==> src/rtl/trng_pkg.sv <==
// Shared types and helpers for the TRNG sampling controller.
// Holds the controller state encoding and counter width helper.
package trng_pkg;

  typedef enum logic [2:0] {
    ST_IDLE,
    ST_WARMUP,
    ST_COLLECT,
    ST_HOLD,
    ST_FAIL
  } state_t;

  function automatic int cnt_w(input int max_val);
    return (max_val < 1) ? 1 : $clog2(max_val + 1);
  endfunction

endpackage

==> src/rtl/trng_rep_test.sv <==
// Repetition-count health test on a strobed bit stream.
// fail pulses on the strobe that completes a run of REP_LIMIT equal bits.
module trng_rep_test
  import trng_pkg::*;
#(
  parameter int REP_LIMIT = 34
) (
  input  logic d_clk,
  input  logic d_rst,
  input  logic clr,
  input  logic stb,
  input  logic bit_in,
  output logic fail
);

  localparam int RW = cnt_w(REP_LIMIT);
  localparam logic [RW-1:0] LIM = RW'(REP_LIMIT);

  logic [RW-1:0] run_q;
  logic [RW-1:0] run_n;
  logic          prev_q;

  // run_q == 0 marks "no previous bit yet"
  always_comb begin
    run_n = RW'(1);
    if (run_q != '0 && bit_in == prev_q)
      run_n = (run_q == LIM) ? LIM : run_q + RW'(1);
  end

  assign fail = stb && (run_n == LIM);

  always_ff @(posedge d_clk) begin
    if (d_rst || clr) begin
      run_q  <= '0;
      prev_q <= 1'b0;
    end else if (stb) begin
      run_q  <= run_n;
      prev_q <= bit_in;
    end
  end

endmodule

==> src/rtl/trng_sample_ctrl.sv <==
// Entropy sampling sequencer: strobe timing, warm-up discard,
// repetition health test and word packing onto a valid/ready port.
module trng_sample_ctrl
  import trng_pkg::*;
#(
  parameter int WORD_W     = 32,
  parameter int SAMPLE_DIV = 16,
  parameter int WARMUP     = 256,
  parameter int REP_LIMIT  = 34
) (
  input  logic              d_clk,
  input  logic              d_rst,
  input  logic              en,
  input  logic              raw_bit,
  output logic              sample_stb,
  output logic [WORD_W-1:0] out_word,
  output logic              out_valid,
  input  logic              out_ready,
  output logic              health_fail,
  output logic              busy
);

  localparam int DW = cnt_w(SAMPLE_DIV - 1);
  localparam int SW = cnt_w(WARMUP);
  localparam int BW = cnt_w(WORD_W);

  localparam logic [DW-1:0] DIV_LAST = DW'(SAMPLE_DIV - 1);
  localparam logic [SW-1:0] WU_LAST  = SW'(WARMUP - 1);
  localparam logic [BW-1:0] BIT_LAST = BW'(WORD_W - 1);

  state_t            state_q, state_n;
  logic [DW-1:0]     div_q, div_n;
  logic [SW-1:0]     samp_q, samp_n;
  logic [BW-1:0]     bits_q, bits_n;
  logic [WORD_W-1:0] shreg_q, shreg_n;
  logic [WORD_W-1:0] word_q, word_n;
  logic              valid_q, valid_n;
  logic              fail_q, fail_n;
  logic              stb_q, stb_n;
  logic              rt_fail;
  logic              run;

  trng_rep_test #(
    .REP_LIMIT(REP_LIMIT)
  ) u_rep (
    .d_clk (d_clk),
    .d_rst (d_rst),
    .clr   (state_q == ST_IDLE),
    .stb   (stb_q),
    .bit_in(raw_bit),
    .fail  (rt_fail)
  );

  always_comb begin
    state_n = state_q;
    samp_n  = samp_q;
    bits_n  = bits_q;
    shreg_n = shreg_q;
    word_n  = word_q;
    valid_n = valid_q;
    fail_n  = fail_q;
    unique case (state_q)
      ST_IDLE: begin
        if (en) begin
          state_n = ST_WARMUP;
          samp_n  = '0;
          bits_n  = '0;
          shreg_n = '0;
        end
      end
      ST_WARMUP: begin
        if (!en) begin
          state_n = ST_IDLE;
        end else if (stb_q) begin
          if (rt_fail) begin
            state_n = ST_FAIL;
            fail_n  = 1'b1;
          end else if (samp_q == WU_LAST) begin
            state_n = ST_COLLECT;
          end else begin
            samp_n = samp_q + SW'(1);
          end
        end
      end
      ST_COLLECT: begin
        if (!en) begin
          state_n = ST_IDLE;
        end else if (stb_q) begin
          if (rt_fail) begin
            state_n = ST_FAIL;
            fail_n  = 1'b1;
          end else begin
            shreg_n = {shreg_q[WORD_W-2:0], raw_bit};
            if (bits_q == BIT_LAST) begin
              word_n  = shreg_n;
              valid_n = 1'b1;
              bits_n  = '0;
              state_n = ST_HOLD;
            end else begin
              bits_n = bits_q + BW'(1);
            end
          end
        end
      end
      ST_HOLD: begin
        if (out_ready) begin
          valid_n = 1'b0;
          state_n = en ? ST_COLLECT : ST_IDLE;
        end
      end
      ST_FAIL: ;
      default: state_n = ST_IDLE;
    endcase
  end

  // divider free-runs only while staying inside WARMUP/COLLECT
  always_comb begin
    run = (state_q == ST_WARMUP || state_q == ST_COLLECT) &&
          (state_n == ST_WARMUP || state_n == ST_COLLECT);
    div_n = '0;
    if (run)
      div_n = (div_q == DIV_LAST) ? '0 : div_q + DW'(1);
    stb_n = run && (div_n == DIV_LAST);
  end

  always_ff @(posedge d_clk) begin
    if (d_rst) begin
      state_q <= ST_IDLE;
      div_q   <= '0;
      samp_q  <= '0;
      bits_q  <= '0;
      shreg_q <= '0;
      word_q  <= '0;
      valid_q <= 1'b0;
      fail_q  <= 1'b0;
      stb_q   <= 1'b0;
    end else begin
      state_q <= state_n;
      div_q   <= div_n;
      samp_q  <= samp_n;
      bits_q  <= bits_n;
      shreg_q <= shreg_n;
      word_q  <= word_n;
      valid_q <= valid_n;
      fail_q  <= fail_n;
      stb_q   <= stb_n;
    end
  end

  assign sample_stb  = stb_q;
  assign out_word    = word_q;
  assign out_valid   = valid_q;
  assign health_fail = fail_q;
  assign busy        = (state_q == ST_WARMUP) ||
                       (state_q == ST_COLLECT) ||
                       (state_q == ST_HOLD);

endmodule

==> config.mk <==
export PLATFORM = sky130hd
export DESIGN_NAME = trng_sample_ctrl
export DESIGN_NICKNAME = d
export VERILOG_FILES = /design/src/rtl/trng_pkg.sv /design/src/rtl/trng_rep_test.sv /design/src/rtl/trng_sample_ctrl.sv
export SDC_FILE = /design/constraint.sdc
export NUM_CORES = 1
export LEC_CHECK = 0
export ABC_AREA = 0
export BUFFER_PORTS_ARGS = -buffer_cell sky130_fd_sc_hd__buf_4
export CORE_MARGIN = 1.5
export CORE_UTILIZATION = 30
export DETAILED_ROUTE_END_ITERATION = 10
export GPL_TIMING_DRIVEN = 0
export HOLD_SLACK_MARGIN = 0.15
export PLACE_DENSITY_LB_ADDON = 0.1
export SLEW_MARGIN = 5
export SYNTH_ARGS = -nofsm -noshare
export SYNTH_HDL_FRONTEND = slang
export SYNTH_SLANG_ARGS = --single-unit
==> constraint.sdc <==
create_clock -name d_clk -period 2.6 [get_ports d_clk]
set_input_delay 0.13 -clock d_clk [delete_from_list [all_inputs] [get_ports d_clk]]
set_output_delay 0.13 -clock d_clk [all_outputs]
set_load 0.01 [all_outputs]
==> results.toml <==
[status]
status = "complete, no violations"

[place]
place.gp.congestion = 0.784
dp_hpwl_mm = 7.76
placed_area_sq_um = 4840
portBuffers = 40
place_inst = 740

[global_route]
overflow = 0
grt_max_degree = 16
track_usage_pct = 15.4
grt_pass1_vias = 3651
grt_pass1_wl_mm = 18.0
grt_antenna_before_repair = 0

[synth]
synth_common_cells = "117 x nand2_1, 95 x dfxtp_1, 59 x a21oi_1"
synth_top_flop_cell = "dfxtp_1"
ys_warn_count = 0
synthArstFlopShare_pct = 0
syn-num-nets = 532
synth_edf_count = 0
syn_area_sq_um = 4310
synth_top_cells_by_area = "dfxtp_1 44%, nand2_1 10%, a21oi_1 6.9%, mux2i_1 5.1%, nor2_1 3.1%"
ys_ff_latch = 95
netlist.area_leader.share_pct = 44.1
ys_seq_area_share_pct = 44.1
synth.most_common_cell = "nand2_1"
syn_avg_cell_area_sq_um = 8.29
synth_top_area_cell = "dfxtp_1"
synth.distinct_cells = 51
synthCells = 520

[timing]
tightest_slew_ns = 1.05
period_share_pct = 95.5
finalClockSkew_ns = 0.0102
fin_crit_ns = 2.48
hold_violations = 0
max_freq_ghz = 0.403
grt_setup_unrepaired = "true"
slew_headroom_pct = 29.4
holdWs_ns = 0.163
setup_viol_count_final = 0
maxSlewViolCount = 0

[critical_path]
worst_path_most_repeated_cell = "buf_6"
worst_path_max_delay_cell = "or4_4"
cp_max_fo = 10
worstSetupEndpointType = "flip-flop"
start_kind = "flip-flop"
crit_chain = "buf_6, a311oi_2, a21oi_1, or4_4, o21ai_4, a2111oi_4, buf_4, buf_6, mux2_1"
crit_type = "reg -> reg"
crit_arrival_ns = 2.72
max_stage_delay_ns = 0.48
cp.required_ns = 2.83

[floorplanning]
initial_core_util_pct = 30.9
placementRows = 43
coreArea_sq_um = 13900
die_height_um = 123
die_area_sq_um = 15100
ios = 41
die_x_um = 123

[routing]
dr.pass1.iters = 5
vias_per_cell = 4.95
drt_wl_total_mm = 11.1
drt-initial-drc-count = 135
drc = 0
ant_nets = 0
vias = 3752
wl_per_cell_um = 14.6

[cts]
cts_htree_levels = 3
clkSinkCount = 95
cts-root-buf = "clkbuf_16"
cts_made_buffers = 9
cts_buffer_depth = 2
clk_pin_slew_ns = 0.07
worstSkewPairLatency_ns = 0.35
cts_tree = "done"

[power]
power.density_nw_per_um2 = 564
power_mw = 3.02
power.leakage_nw = 1.87
peakVddDrop_mv = 0.480

[cells_and_area]
diodes = 0
layoutNonFillerInstCount = 758
syn_to_final_growth_pct = 24.2
nets = 585
design_area_sq_um = 5350
drive_gt1_share_pct = 18.0

[job]
cap_violations = 0

[min_path]
hp-class = "in -> reg"
## state kept, by name (all words and copies together), names as in the netlist
signal        flops
u_rep.prev_q      1
out_valid         1
shreg_q          31
bits_q            6
out_word         32
sample_stb        1
u_rep.run_q       6
state_q           3
samp_q            9
div_q             4
health_fail       1
## cell families after synthesis
| logic type | Yosys count | synth area share [%] |
|---|---|---|
| compound gates | 105 | 15.2 |
| xor+xnor | 4 | 0.813 |
| fa+ha+maj | 7 | 2.03 |
| buf+inv | 41 | 4.30 |
| flops | 95 | 44.1 |
| mux | 37 | 9.03 |
| simple gates | 231 | 24.6 |
## layout by cell type (no fill, tap or decap), types with 3 or more instances in the layout
| cell | instances |
|---|---|
| buf_6 | 3 |
| mux2i_1 | 22 |
| clkbuf_1 | 15 |
| mux2_2 | 7 |
| nand2_1 | 116 |
| nor3_1 | 8 |
| nand4b_1 | 3 |
| and3_1 | 5 |
| nor2_1 | 36 |
| nor2b_1 | 16 |
| or3_1 | 3 |
| dfxtp_1 | 92 |
| a211oi_1 | 3 |
| o21a_1 | 3 |
| o21ai_0 | 12 |
| buf_2 | 4 |
| nand2b_1 | 9 |
| clkbuf_16 | 9 |
| a311oi_1 | 4 |
| a21oi_1 | 59 |
| buf_4 | 42 |
| mux2_1 | 8 |
| clkbuf_2 | 4 |
| nand4_1 | 3 |
| ha_1 | 5 |
| nand3_1 | 14 |
| inv_1 | 13 |
## repair_timing
item | 4_1_cts | 5_1_grt
endpoints found under the setup margin | 71 | 69
pin swaps | 1 | 1
hold buffers | 2 | 0
gates resized for setup | 16 | 18
buffers inserted | 2 | 0
endpoints found under the hold margin | 4 | 0
## worst paths after layout
kind / from / end / slack [ns] / depth (start not counted)
max: u_rep.run_q[2]$_SDFFE_PP0P_ / shreg_q[15]$_SDFFE_PP0P_ / 0.12 / 9
max reg2reg: u_rep.run_q[2]$_SDFFE_PP0P_ / shreg_q[15]$_SDFFE_PP0P_ / 0.12 / 9
min reg2reg: health_fail$_SDFFE_PP0P_ / health_fail$_SDFFE_PP0P_ / 0.45 / 2
min: d_rst / shreg_q[27]$_SDFFE_PP0P_ / 0.16 / 4
## through the flow
| stage | util (%) | worst slack [ns] | setup TNS, ns |
|---|---|---|---|
| 3_3_place_gp | 34.7 | -0.595 | -28.61 |
| 2_1_floorplan | - | 0.0438 | 0 |
| 4_1_cts | 37.8 | 0.0337 | 0 |
| 3_5_place_dp | 34.7 | -0.605 | -29.23 |
| 5_1_grt | 38.4 | -0.0326 | -0.0407 |
| 6_report | 38.4 | 0.116 | 0 |
## power by group
| part | switching, mW | total [mW] | internal (mW) |
|---|---|---|---|
| clock network | 0.577 | 1.42 | 0.846 |
| registers | 0.00437 | 1.46 | 1.46 |
| logic | 0.0857 | 0.135 | 0.0497 |
## worst max-delay path, delay by kind of cell, from the launching register on
family	cells	cell delay, ns
mux	1	0.31
flops	1	0.31
compound gates	4	0.75
buf+inv	3	0.50
simple gates	1	0.48
## final cells by class
cell class	count	area [sq um]
fill	1434	8580
multi-input combinational	384	2370
sequential	95	1910
timing repair buffer	44	348
clock buffer	11	233
tap	180	225
buffer	25	130
clock inverter	5	81.3
inverter	14	52.6
## layer usage
metal | routed length (um) | global-route usage (%)
met5 | 0 | 0
met4 | 118 | 4.36
met3 | 392 | 4.09
met2 | 5280 | 25.9
met1 | 5300 | 19.4
Power figures use the tool's default switching activity.
